File: config.mk
export PLATFORM = sky130hd
export DESIGN_NAME = decode_queue_flat
export DESIGN_NICKNAME = d
export VERILOG_FILES = /design/src/rtl/ctrl_bundle_pkg.sv /design/src/rtl/decode_queue_if.sv /design/src/rtl/reg_scoreboard.sv /design/src/rtl/decode_queue.sv /design/src/flat_wrapper.sv
export SDC_FILE = /design/constraint.sdc
export NUM_CORES = 1
export LEC_CHECK = 0
export ABC_CLOCK_PERIOD_IN_PS = 5400
export BUFFER_PORTS_ARGS = -buffer_cell sky130_fd_sc_hd__buf_2
export CORE_MARGIN = 2
export CORE_UTILIZATION = 50
export CTS_BUF_LIST = sky130_fd_sc_hd__clkbuf_16
export CTS_CLUSTER_DIAMETER = 80
export DETAILED_ROUTE_END_ITERATION = 10
export PLACE_DENSITY = 0.68
export RECOVER_POWER = 100
export SETUP_SLACK_MARGIN = 0.05
export SLEW_MARGIN = 20
export SYNTH_ARGS = -nofsm -noshare
export SYNTH_HDL_FRONTEND = slang
export SYNTH_SLANG_ARGS = --single-unit
File: constraint.sdc
create_clock -name CLK -period 5.4 [get_ports CLK]
set_input_delay 0.54 -clock CLK [delete_from_list [all_inputs] [get_ports CLK]]
set_output_delay 0.54 -clock CLK [all_outputs]
set_load 0.02 [all_outputs]
File: src/rtl/ctrl_bundle_pkg.sv
// Shared decode-stage types: the decoded control bundle carried through the
// decode queue, register-address width, and the legal DEPTH range.
package ctrl_bundle_pkg;

  localparam int unsigned REG_ADDR_W     = 5;
  localparam int unsigned NUM_REGS       = 32;
  localparam int unsigned CTRL_PAYLOAD_W = 96;
  localparam int unsigned DEPTH_MIN      = 2;
  localparam int unsigned DEPTH_MAX      = 16;

  typedef logic [REG_ADDR_W-1:0] reg_addr_t;

  // One decoded instruction: register usage for hazard checks plus opaque payload
  typedef struct packed {
    reg_addr_t                 reg_rs1;
    reg_addr_t                 reg_rs2;
    reg_addr_t                 reg_rd;
    logic                      uses_rs1;
    logic                      uses_rs2;
    logic                      wen;
    logic                      halt;
    logic [CTRL_PAYLOAD_W-1:0] payload;
  } ctrl_bundle_t;

  // DEPTH must be a power of two inside [DEPTH_MIN, DEPTH_MAX]
  function automatic logic depth_legal(input int unsigned d);
    return (d >= DEPTH_MIN) && (d <= DEPTH_MAX) && ((d & (d - 1)) == 0);
  endfunction

endpackage

File: src/rtl/decode_queue_if.sv
// Decode queue handshake bundle.
//   mst : producer/consumer/retire side (drives enq, deq_ready, flush, retire)
//   slv : the queue itself (drives enq_ready, deq_valid, deq_bundle, count, halted)
interface decode_queue_if
  import ctrl_bundle_pkg::*;
#(
  parameter int unsigned DEPTH = 4
) ();

  localparam int unsigned CNT_W = $clog2(DEPTH + 1);

  logic             enq_valid;
  logic             enq_ready;
  ctrl_bundle_t     enq_bundle;
  logic             deq_valid;
  logic             deq_ready;
  ctrl_bundle_t     deq_bundle;
  logic             flush;
  logic             retire_valid;
  reg_addr_t        retire_rd;
  logic [CNT_W-1:0] count;
  logic             halted;

  modport mst (
    output enq_valid, enq_bundle, deq_ready, flush, retire_valid, retire_rd,
    input  enq_ready, deq_valid, deq_bundle, count, halted
  );

  modport slv (
    input  enq_valid, enq_bundle, deq_ready, flush, retire_valid, retire_rd,
    output enq_ready, deq_valid, deq_bundle, count, halted
  );

endinterface

File: src/rtl/reg_scoreboard.sv
// Register scoreboard: tracks registers with an issued-but-unretired write and
// flags a hazard for the queue head.
//   i_clk, i_rst               : clock, synchronous active-high reset
//   i_set_valid, i_set_rd      : head issued with a register write
//   i_retire_valid, i_retire_rd: register write completed
//   i_rs1/i_rs2/i_rd, i_uses_* : head register usage to check
//   o_hazard_c                 : head must not issue this cycle (combinational)
module reg_scoreboard
  import ctrl_bundle_pkg::*;
(
  input  logic      i_clk,
  input  logic      i_rst,
  input  logic      i_set_valid,
  input  reg_addr_t i_set_rd,
  input  logic      i_retire_valid,
  input  reg_addr_t i_retire_rd,
  input  reg_addr_t i_rs1,
  input  reg_addr_t i_rs2,
  input  reg_addr_t i_rd,
  input  logic      i_uses_rs1,
  input  logic      i_uses_rs2,
  input  logic      i_wen,
  output logic      o_hazard_c
);

  logic [NUM_REGS-1:0] r_pending;
  logic [NUM_REGS-1:0] w_retire_mask;
  logic [NUM_REGS-1:0] w_set_mask;
  logic [NUM_REGS-1:0] w_pend_eff;
  logic [NUM_REGS-1:0] w_pend_next;

  // One-hot decode of the retiring and newly issued destination registers
  always_comb begin
    w_retire_mask = '0;
    w_set_mask    = '0;
    if (i_retire_valid) w_retire_mask[i_retire_rd] = 1'b1;
    if (i_set_valid)    w_set_mask[i_set_rd]       = 1'b1;
  end

  // A retiring register is already free for this cycle's hazard check
  assign w_pend_eff  = r_pending & ~w_retire_mask;
  // Set is OR'd after the clear so a same-cycle set on the same register wins
  assign w_pend_next = w_pend_eff | w_set_mask;

  assign o_hazard_c = (i_uses_rs1 && (i_rs1 != '0) && w_pend_eff[i_rs1]) ||
                      (i_uses_rs2 && (i_rs2 != '0) && w_pend_eff[i_rs2]) ||
                      (i_wen      && (i_rd  != '0) && w_pend_eff[i_rd]);

  // x0 is never pending
  always_ff @(posedge i_clk) begin
    if (i_rst) r_pending <= '0;
    else       r_pending <= {w_pend_next[NUM_REGS-1:1], 1'b0};
  end

endmodule

File: src/rtl/decode_queue.sv
// Decode queue: DEPTH-entry FIFO of decoded bundles between decode and issue,
// with a register scoreboard gating issue of the head and a sticky halt.
//   CLK, RST : clock, synchronous active-high reset
//   q (slv)  : enq/deq handshakes, flush, retire, count, halted
module decode_queue
  import ctrl_bundle_pkg::*;
#(
  parameter int unsigned DEPTH     = 4,
  parameter int unsigned PAYLOAD_W = CTRL_PAYLOAD_W
) (
  input  logic           CLK,
  input  logic           RST,
  decode_queue_if.slv    q
);

  localparam int unsigned PTR_W = $clog2(DEPTH);
  localparam int unsigned CNT_W = $clog2(DEPTH + 1);

  typedef enum logic {ST_RUN, ST_HALTED} state_t;

  if (!depth_legal(DEPTH) || (PAYLOAD_W != CTRL_PAYLOAD_W)) begin : g_bad_param
    $error("decode_queue: DEPTH must be a power of two in range and PAYLOAD_W must match the bundle");
  end

  state_t           r_state;
  ctrl_bundle_t     r_mem [DEPTH];
  logic [PTR_W-1:0] r_wr_ptr;
  logic [PTR_W-1:0] r_rd_ptr;
  logic [CNT_W-1:0] r_count;

  ctrl_bundle_t     w_head;
  logic             w_halted;
  logic             w_hazard;
  logic             w_not_full;
  logic             w_not_empty;
  logic             w_enq_fire;
  logic             w_deq_fire;
  logic             w_set_valid;

  assign w_head      = r_mem[r_rd_ptr];
  assign w_halted    = (r_state == ST_HALTED);
  assign w_not_full  = (r_count < CNT_W'(DEPTH));
  assign w_not_empty = (r_count != '0);

  // Handshakes are held off while reset is asserted
  assign q.enq_ready = !RST && w_not_full && !w_halted && !q.flush;
  assign q.deq_valid = !RST && w_not_empty && !w_hazard && !q.flush && !w_halted;

  assign w_enq_fire  = q.enq_valid && q.enq_ready;
  assign w_deq_fire  = q.deq_valid && q.deq_ready;
  assign w_set_valid = w_deq_fire && w_head.wen && (w_head.reg_rd != '0);

  assign q.deq_bundle = w_head;
  assign q.count      = r_count;
  assign q.halted     = w_halted;

  reg_scoreboard u_scoreboard (
    .i_clk          (CLK),
    .i_rst          (RST),
    .i_set_valid    (w_set_valid),
    .i_set_rd       (w_head.reg_rd),
    .i_retire_valid (q.retire_valid),
    .i_retire_rd    (q.retire_rd),
    .i_rs1          (w_head.reg_rs1),
    .i_rs2          (w_head.reg_rs2),
    .i_rd           (w_head.reg_rd),
    .i_uses_rs1     (w_head.uses_rs1),
    .i_uses_rs2     (w_head.uses_rs2),
    .i_wen          (w_head.wen),
    .o_hazard_c     (w_hazard)
  );

  // Entry storage; no reset needed since count qualifies every read
  always_ff @(posedge CLK) begin
    if (w_enq_fire) r_mem[r_wr_ptr] <= q.enq_bundle;
  end

  // Pointer/occupancy control and RUN/HALTED state
  always_ff @(posedge CLK) begin
    if (RST) begin
      r_state  <= ST_RUN;
      r_wr_ptr <= '0;
      r_rd_ptr <= '0;
      r_count  <= '0;
    end else begin
      case (r_state)
        ST_RUN: begin
          if (q.flush) begin
            r_wr_ptr <= '0;
            r_rd_ptr <= '0;
            r_count  <= '0;
          end else begin
            if (w_enq_fire) r_wr_ptr <= r_wr_ptr + PTR_W'(1);
            if (w_deq_fire) r_rd_ptr <= r_rd_ptr + PTR_W'(1);
            case ({w_enq_fire, w_deq_fire})
              2'b10:   r_count <= r_count + CNT_W'(1);
              2'b01:   r_count <= r_count - CNT_W'(1);
              default: r_count <= r_count;
            endcase
          end
          if (w_deq_fire && w_head.halt) r_state <= ST_HALTED;
        end
        ST_HALTED: begin
          // Queue is frozen until reset
          r_state <= ST_HALTED;
        end
      endcase
    end
  end

endmodule

File: src/flat_wrapper.sv
// flat-port wrapper written by rule: the top's interface ports become plain ports
module decode_queue_flat import ctrl_bundle_pkg::*;
#(
  parameter int unsigned DEPTH     = 4,
  parameter int unsigned PAYLOAD_W = CTRL_PAYLOAD_W
)
  (CLK, RST, q_enq_valid, q_enq_bundle, q_deq_ready, q_flush, q_retire_valid, q_retire_rd, q_enq_ready, q_deq_valid, q_deq_bundle, q_count, q_halted);
  decode_queue_if #(.DEPTH(DEPTH)) q_i ();
  input  logic CLK;
  input  logic RST;
  input wire logic [$bits(q_i.enq_valid)-1:0] q_enq_valid;
  input wire logic [$bits(q_i.enq_bundle)-1:0] q_enq_bundle;
  input wire logic [$bits(q_i.deq_ready)-1:0] q_deq_ready;
  input wire logic [$bits(q_i.flush)-1:0] q_flush;
  input wire logic [$bits(q_i.retire_valid)-1:0] q_retire_valid;
  input wire logic [$bits(q_i.retire_rd)-1:0] q_retire_rd;
  output wire logic [$bits(q_i.enq_ready)-1:0] q_enq_ready;
  output wire logic [$bits(q_i.deq_valid)-1:0] q_deq_valid;
  output wire logic [$bits(q_i.deq_bundle)-1:0] q_deq_bundle;
  output wire logic [$bits(q_i.count)-1:0] q_count;
  output wire logic [$bits(q_i.halted)-1:0] q_halted;
  assign q_i.enq_valid = q_enq_valid;
  assign q_i.enq_bundle = q_enq_bundle;
  assign q_i.deq_ready = q_deq_ready;
  assign q_i.flush = q_flush;
  assign q_i.retire_valid = q_retire_valid;
  assign q_i.retire_rd = q_retire_rd;
  assign q_enq_ready = q_i.enq_ready;
  assign q_deq_valid = q_i.deq_valid;
  assign q_deq_bundle = q_i.deq_bundle;
  assign q_count = q_i.count;
  assign q_halted = q_i.halted;
  decode_queue #(.DEPTH(DEPTH), .PAYLOAD_W(PAYLOAD_W)) u_core (.CLK(CLK), .RST(RST), .q(q_i));
endmodule
==> flow_summary_export.csv, run 1 <==
group,metric,value,unit
status,status,"complete, but fails checks",
status,violations,"capacitance limit, slew limit",
placed_design,io_buffers,246,
cts,cts_setup_buffers,0,
cts,postCtsHoldBufs,0,
floorplanning,die-area,41400,sq um
floorplanning,coreArea,39500,sq um
finish,stdcell_area,23200,sq um
power,peakVddDrop,0.000326,V
critical_path,cpLargestDelayFamily,"buffers and inverters",
finish,drive_above_1_share,0.181,
timing,clock_skew,0.0239,ns
synth,yosysWarningCount,0,
timing,drv_slew,387,
critical_path,reg2reg_depth,4,
grt,grt_max_degree,116,
power,power_frac_seq,0.508,
power,powerDensity,364,nW/um^2
grt,grt.total_usage,0.214,
grt,grt_pass1_wl,67.0,mm
synth,syn_area_per_cell,19.1,sq um
critical_path,cp_data_required_time,5.53,ns
cts,post_cts_resize_count,0,
critical_path,endpoint,"u_core.r_mem[0][28]",
cts,clk_pin_slew,0.06,ns
timing,period_share,0.856,
timing,hold_viol,0,
timing,tns,0,ns
critical_path,cp-start-kind,"input pin",
critical_path,slowest_stage,"clkbuf_2",
cts,htreeDepth,2,
critical_path,rrSetupSlack,0.80,ns
critical_path,crit_path_max_fanout,97,
timing,setup_viol,0,
timing,timing.hold.ws,0.211,ns
synth,syn_inst,1043,
power,p_leak,7.14,nW
detailed_routing,drt_pass1_iterations,5,
detailed_routing,ant_nets,0,
synth,ys_ff_latch,501,
critical_path,cp.depth,5,
cts,cts-root-buf,"clkbuf_16",
cts,cts_buffer_depth,3,
grt,antenna_found_initial,7,
detailed_routing,detail_route.iter0.violations,779,
finish,most-common-layout-cells,"edfxtp_1 (460), clkbuf_1 (232), mux4_2 (119)",
finish,stdcell_count,1868,
power,finalPower,0.00843,W
timing,fmaxAchievable,0.216,GHz
grt,grt_util_met1,0.280,
detailed_routing,drt_wl_total,43.4,mm
critical_path,path_cells,"buf_2 > nor4_1 > clkbuf_1 > and3_1 > clkbuf_2",
finish,layout_commonest_cell,"edfxtp_1",
grt,grt_overflow,0,
finish,final_nets,1428,
critical_path,cpPeakStageDelay,2.14,ns
power,pwr-share-comb,0.046,
synth,syn_area,19900,sq um
grt,use_met2,0.343,
cts,cts_tree,"yes",
min_path,min_path_type,"input pin to register",
critical_path,critPathCaptureType,"register",
floorplanning,die_w,204,um
power,swShare,0.202,
critical_path,worstSetupPathType,"input pin to register",
placed_design,place_area,21700,sq um
timing,maxSlewHeadroom,-1.33,
timing,worstMarginPinSlew,3.49,ns
cts,cts.sinks,501,
synth,synth_edf_count,460,
power,clockPowerShare,0.446,
grt,grt_pass1_vias,11500,
placed_design,dp.cells,1769,
critical_path,reg2reg_to,"u_core.r_mem[0][28]",
flow_run,cap_viol_max_count,6,
critical_path,crit_buf_inv,3,
detailed_routing,wl_per_cell,23.3,um
floorplanning,ios,247,
finish,area_growth,16.3,%
finish,fillers,3053,
grt,grt_util_met3,0.0745,
placed_design,place_congestion,0.926,
placed_design,hpwl,27.1,mm
synth,syn_nets,1174,
power,p_sw,0.00171,W
critical_path,cp_data_arrival_time,4.75,ns
power,p_int,0.00673,W
cts,cts_buffers,51,
detailed_routing,vias,10900,
floorplanning,start_util,0.503,
synth,async_reset_ff_frac,0,
floorplanning,die_h,204,um
critical_path,r2r-start,"u_core.q.count[2]",
grt,top_usage_layer,"met2",
synth,synth_cell_type_count,61,
timing,rsz0062_at_grt,"no",
cts,clock_latency,0.58,ns
detailed_routing,drcViolationCount,0,
synth,ys_seq_area_frac,0.735,
floorplanning,rows,73,
synth,ys.flop_type,"edfxtp_1",
detailed_routing,via_per_inst,5.82,
critical_path,cp-startpoint,"RST",
timing,fin_crit,4.62,ns
flip-flops by register name, summed over array words and instances, names as in the netlist, named ones only:
| register | cells |
|---|---|
| u_core.q.count | 3 |
| u_core.r_rd_ptr | 2 |
| u_core.r_mem | 460 |
| u_core.u_scoreboard.r_pending | 31 |
| u_core.r_wr_ptr | 2 |
| u_core.q.halted | 1 |
stage by stage:
step	setup slack (ns)	util
global route	0.393	0.585
CTS	1.01	0.595
global placement	1.08	0.549
floorplan	0.429	-
finish	0.775	0.585
detailed placement	1.06	0.549
kinds of logic after synthesis:
family	after synthesis	synth area share
flops	501	0.735
compound gates	142	0.0439
mux	153	0.152
simple gates	158	0.0443
fa+ha+maj	5	0.00314
xor+xnor	8	0.00484
buf+inv	76	0.0168
area by class of cell:
cell class / count / area [sq um] / area share
Tap cell: 525 / 657 / 0.0284
Multi-Input combinational cell: 466 / 4930 / 0.213
Clock inverter: 44 / 528 / 0.0228
Inverter: 14 / 52.6 / 0.00227
Timing Repair Buffer: 263 / 1040 / 0.0451
Antenna cell: 3 / 7.51 / 0.000324
Clock buffer: 52 / 1300 / 0.0562
Sequential cell: 501 / 14600 / 0.632
cells in the mapped netlist (3+ instances only):
library cell | instances | share of area
edfxtp_1 | 460 | 0.69
mux4_2 | 119 | 0.13
o21ai_0 | 48 | 0.012
a21oi_1 | 42 | 0.011
dfxtp_1 | 41 | 0.041
nand4_1 | 33 | 0.010
clkbuf_1 | 31 | 0.0058
mux2i_1 | 31 | 0.016
nor2_1 | 28 | 0.0053
nand2_1 | 23 | 0.0043
nor3_1 | 16 | 0.0040
buf_1 | 15 | 0.0028
a311oi_1 | 13 | 0.0057
inv_1 | 13 | 0.0025
buf_2 | 9 | 0.0023
nand3_1 | 8 | 0.0020
and2_1 | 6 | 0.0019
nor3b_1 | 6 | 0.0023
xnor2_1 | 6 | 0.0026
a31oi_1 | 5 | 0.0016
and3_1 | 5 | 0.0016
ha_1 | 5 | 0.0031
nand2b_1 | 5 | 0.0016
nor4_1 | 5 | 0.0016
a22oi_1 | 4 | 0.0015
buf_4 | 4 | 0.0015
nor2b_1 | 4 | 0.0013
o211ai_1 | 4 | 0.0015
a21boi_0 | 3 | 0.0011
and3b_1 | 3 | 0.0013
buf_6 | 3 | 0.0017
mux2_2 | 3 | 0.0017
nand3b_1 | 3 | 0.0011
o22ai_1 | 3 | 0.00094
power groups by stage:
stage	Combinational (W)	Sequential [W]	Clock (W)
5_1_grt	0.000423	0.00429	0.00400
3_5_place_dp	0.000415	0.00436	0
4_1_cts	0.000417	0.00428	0.00385
2_1_floorplan	0.000240	0.00437	0
3_3_place_gp	0.000411	0.00436	0
6_report	0.000390	0.00428	0.00376
layer usage:
metal / vias up / wire [um]
li1: 4854 / -
met5: - / 53
met2: 364 / 21200
met3: 84 / 3950
met4: 8 / 998
met1: 5553 / 17200
worst min-delay path by stage:
stage | start | endpoint | slack, ns | cells past startpoint
6_report | q_enq_bundle[86] | u_core.r_mem[0][86] | 0.21 | 1
5_1_grt | q_enq_bundle[51] | u_core.r_mem[1][51] | 0.20 | 1
4_1_cts | q_enq_bundle[66] | u_core.r_mem[1][66] | 0.13 | 1
3_5_place_dp | u_core.u_scoreboard.r_pending[11] | u_core.u_scoreboard.r_pending[11] | 0.50 | 2
3_3_place_gp | u_core.u_scoreboard.r_pending[8] | u_core.u_scoreboard.r_pending[8] | 0.50 | 2
2_1_floorplan | u_core.r_rd_ptr[0] | register | 0.45 | 1
(Power assumes the default switching activity.)
==> run 2, diff against run 1 <==
--- a/config.mk
+++ b/config.mk
@@ -13,7 +13,7 @@
 export CTS_CLUSTER_DIAMETER = 80
 export DETAILED_ROUTE_END_ITERATION = 10
 export PLACE_DENSITY = 0.68
-export RECOVER_POWER = 100
+export RECOVER_POWER = 50
 export SETUP_SLACK_MARGIN = 0.05
 export SLEW_MARGIN = 20
 export SYNTH_ARGS = -nofsm -noshare
==> flow_summary_export.csv, run 2 (same netlist as run 1, synthesis figures left out) <==
group,metric,value,unit
status,status,"complete, but fails checks",
status,violations,"capacitance limit, slew limit",
critical_path,crit_path_max_fanout,20,
cts,postCtsHoldBufs,0,
timing,rsz0062_at_grt,"no",
flow_run,cap_viol_max_count,1,
critical_path,rrSetupSlack,1.01,ns
finish,multi_input_area,4940,sq um
finish,final_nets,1428,
cts,post_cts_resize_count,0,
finish,most-common-layout-cells,"edfxtp_1 (460), buf_2 (127), clkbuf_1 (120)",
timing,setup_viol,0,
cts,htreeDepth,2,
detailed_routing,drcViolationCount,0,
floorplanning,ios,247,
finish,max_flop_register,"u_core.r_mem",
floorplanning,die_h,204,um
critical_path,slowest_stage,"mux4_2",
critical_path,cp_data_arrival_time,4.87,ns
grt,grt_overflow,0,
cts,clock_latency,0.58,ns
grt,grt.total_usage,0.214,
timing,timing.hold.ws,0.210,ns
critical_path,reg2reg_to,"u_core.q.count[2]",
floorplanning,start_util,0.503,
critical_path,cp-start-kind,"register",
finish,largest_register_ffs,460,
min_path,hold_depth,1,
placed_design,place_congestion,0.926,
detailed_routing,detail_route.iter0.violations,771,
cts,cts_buffers,51,
grt,grt_pass1_wl,67.0,mm
floorplanning,coreArea,39500,sq um
critical_path,worstSetupPathType,"register to register",
detailed_routing,wl_per_cell,23.3,um
floorplanning,rows,73,
timing,tns,0,ns
cts,clk_pin_slew,0.06,ns
timing,period_share,0.812,
placed_design,dp.cells,1769,
power,peakVddDrop,0.000327,V
grt,grt_max_degree,116,
critical_path,endpoint,"u_core.q.count[2]",
grt,grt_pass1_vias,11500,
cts,cts_buffer_depth,3,
finish,sequential_cell_area,14600,sq um
power,p_leak,7.46,nW
critical_path,path_cells,"buf_4 > mux4_2 > nor3b_2 > a22oi_1 > nor3_1 > a311oi_1 > nand4_1 > nand3_1 > or3_1 > nor2_1 > xnor2_1 > ha_1 > or4_1 > o211ai_1 > nand2_1 > a31oi_1",
min_path,min_path_type,"input pin to register",
detailed_routing,drt_wl_total,43.6,mm
cts,cts_tree,"yes",
detailed_routing,drt_pass1_iterations,5,
cts,cts.sinks,501,
timing,clock_skew,0.0265,ns
grt,antenna_found_initial,7,
critical_path,cp_data_required_time,5.88,ns
timing,worstMarginPinSlew,2.30,ns
floorplanning,die_w,204,um
detailed_routing,ant_nets,0,
critical_path,reg2reg_depth,16,
floorplanning,die-area,41400,sq um
timing,maxSlewHeadroom,-0.537,
cts,cts-root-buf,"clkbuf_16",
timing,fmaxAchievable,0.228,GHz
finish,layout_commonest_cell,"edfxtp_1",
timing,drv_slew,42,
cts,cts_setup_buffers,0,
placed_design,hpwl,27.1,mm
finish,drive_above_1_share,0.267,
finish,area_growth,17.5,%
detailed_routing,vias,10800,
critical_path,critPathCaptureType,"register",
finish,stdcell_count,1868,
placed_design,io_buffers,246,
timing,hold_viol,0,
timing,fin_crit,4.39,ns
finish,fillers,2987,
detailed_routing,via_per_inst,5.79,
critical_path,cpPeakStageDelay,0.69,ns
power,powerDensity,361,nW/um^2
[run 2: cell types whose count changed in the layout (fill, tap and decap cells not counted), sizes merged]
| cell | delta |
|---|---|
| buf | +119 |
| clkbuf | -119 |
[run 2: area by class of cell]
cell class,instances,share of cell area
Antenna cell,3,0.000321
Clock buffer,52,0.0556
Clock inverter,44,0.0226
Inverter,14,0.00225
Multi-Input combinational cell,466,0.211
Sequential cell,501,0.626
Tap cell,525,0.0281
Timing Repair Buffer,263,0.0537
[run 2: critical path: cells and delay by family (launching register included)]
kind                       cells  cell delay [ns]
AOI/OAI and AO/OA              4             0.46
xor gates and xnor gates       1             0.09
adders and majority gates      1             0.19
buffers and inverters          1             0.39
DFF                            1             0.42
muxes                          1             0.69
and+or+nand+nor                8             2.03
[run 2: where the power goes]
group / internal [W] / switching [W]
sequential: 0.00427 / 0.0000105
clock: 0.00233 / 0.00144
combinational: 0.000140 / 0.000262
total: 0.00674 / 0.00171
[run 2: worst min-delay path by stage]
stage | end | slack, ns | start
3_5_place_dp | u_core.u_scoreboard.r_pending[11] | 0.50 | u_core.u_scoreboard.r_pending[11]
6_report | u_core.r_mem[0][86] | 0.21 | q_enq_bundle[86]
5_1_grt | u_core.r_mem[1][51] | 0.20 | q_enq_bundle[51]
2_1_floorplan | register | 0.45 | u_core.r_rd_ptr[0]
3_3_place_gp | u_core.u_scoreboard.r_pending[8] | 0.50 | u_core.u_scoreboard.r_pending[8]
4_1_cts | u_core.r_mem[1][66] | 0.13 | q_enq_bundle[66]
[run 2: through the flow]
stage          instance area (sq um)  utilization  total power (W)  worst slack (ns)
6_report                       23400        0.591          0.00844              1.01
5_1_grt                        23400        0.591          0.00871             0.668
4_1_cts                        23500        0.595          0.00855              1.01
3_5_place_dp                   21700        0.549          0.00478              1.06
3_3_place_gp                   21700        0.549          0.00477              1.08
2_1_floorplan                  19900            -          0.00461             0.429
[run 2: metal layers]
layer,global-route usage,up-vias,share of wire
met3,0.0745,81,0.090
met5,0,-,0.0012
met1,0.280,5536,0.40
met4,0.0597,8,0.023
met2,0.343,336,0.49
li1,-,4849,-
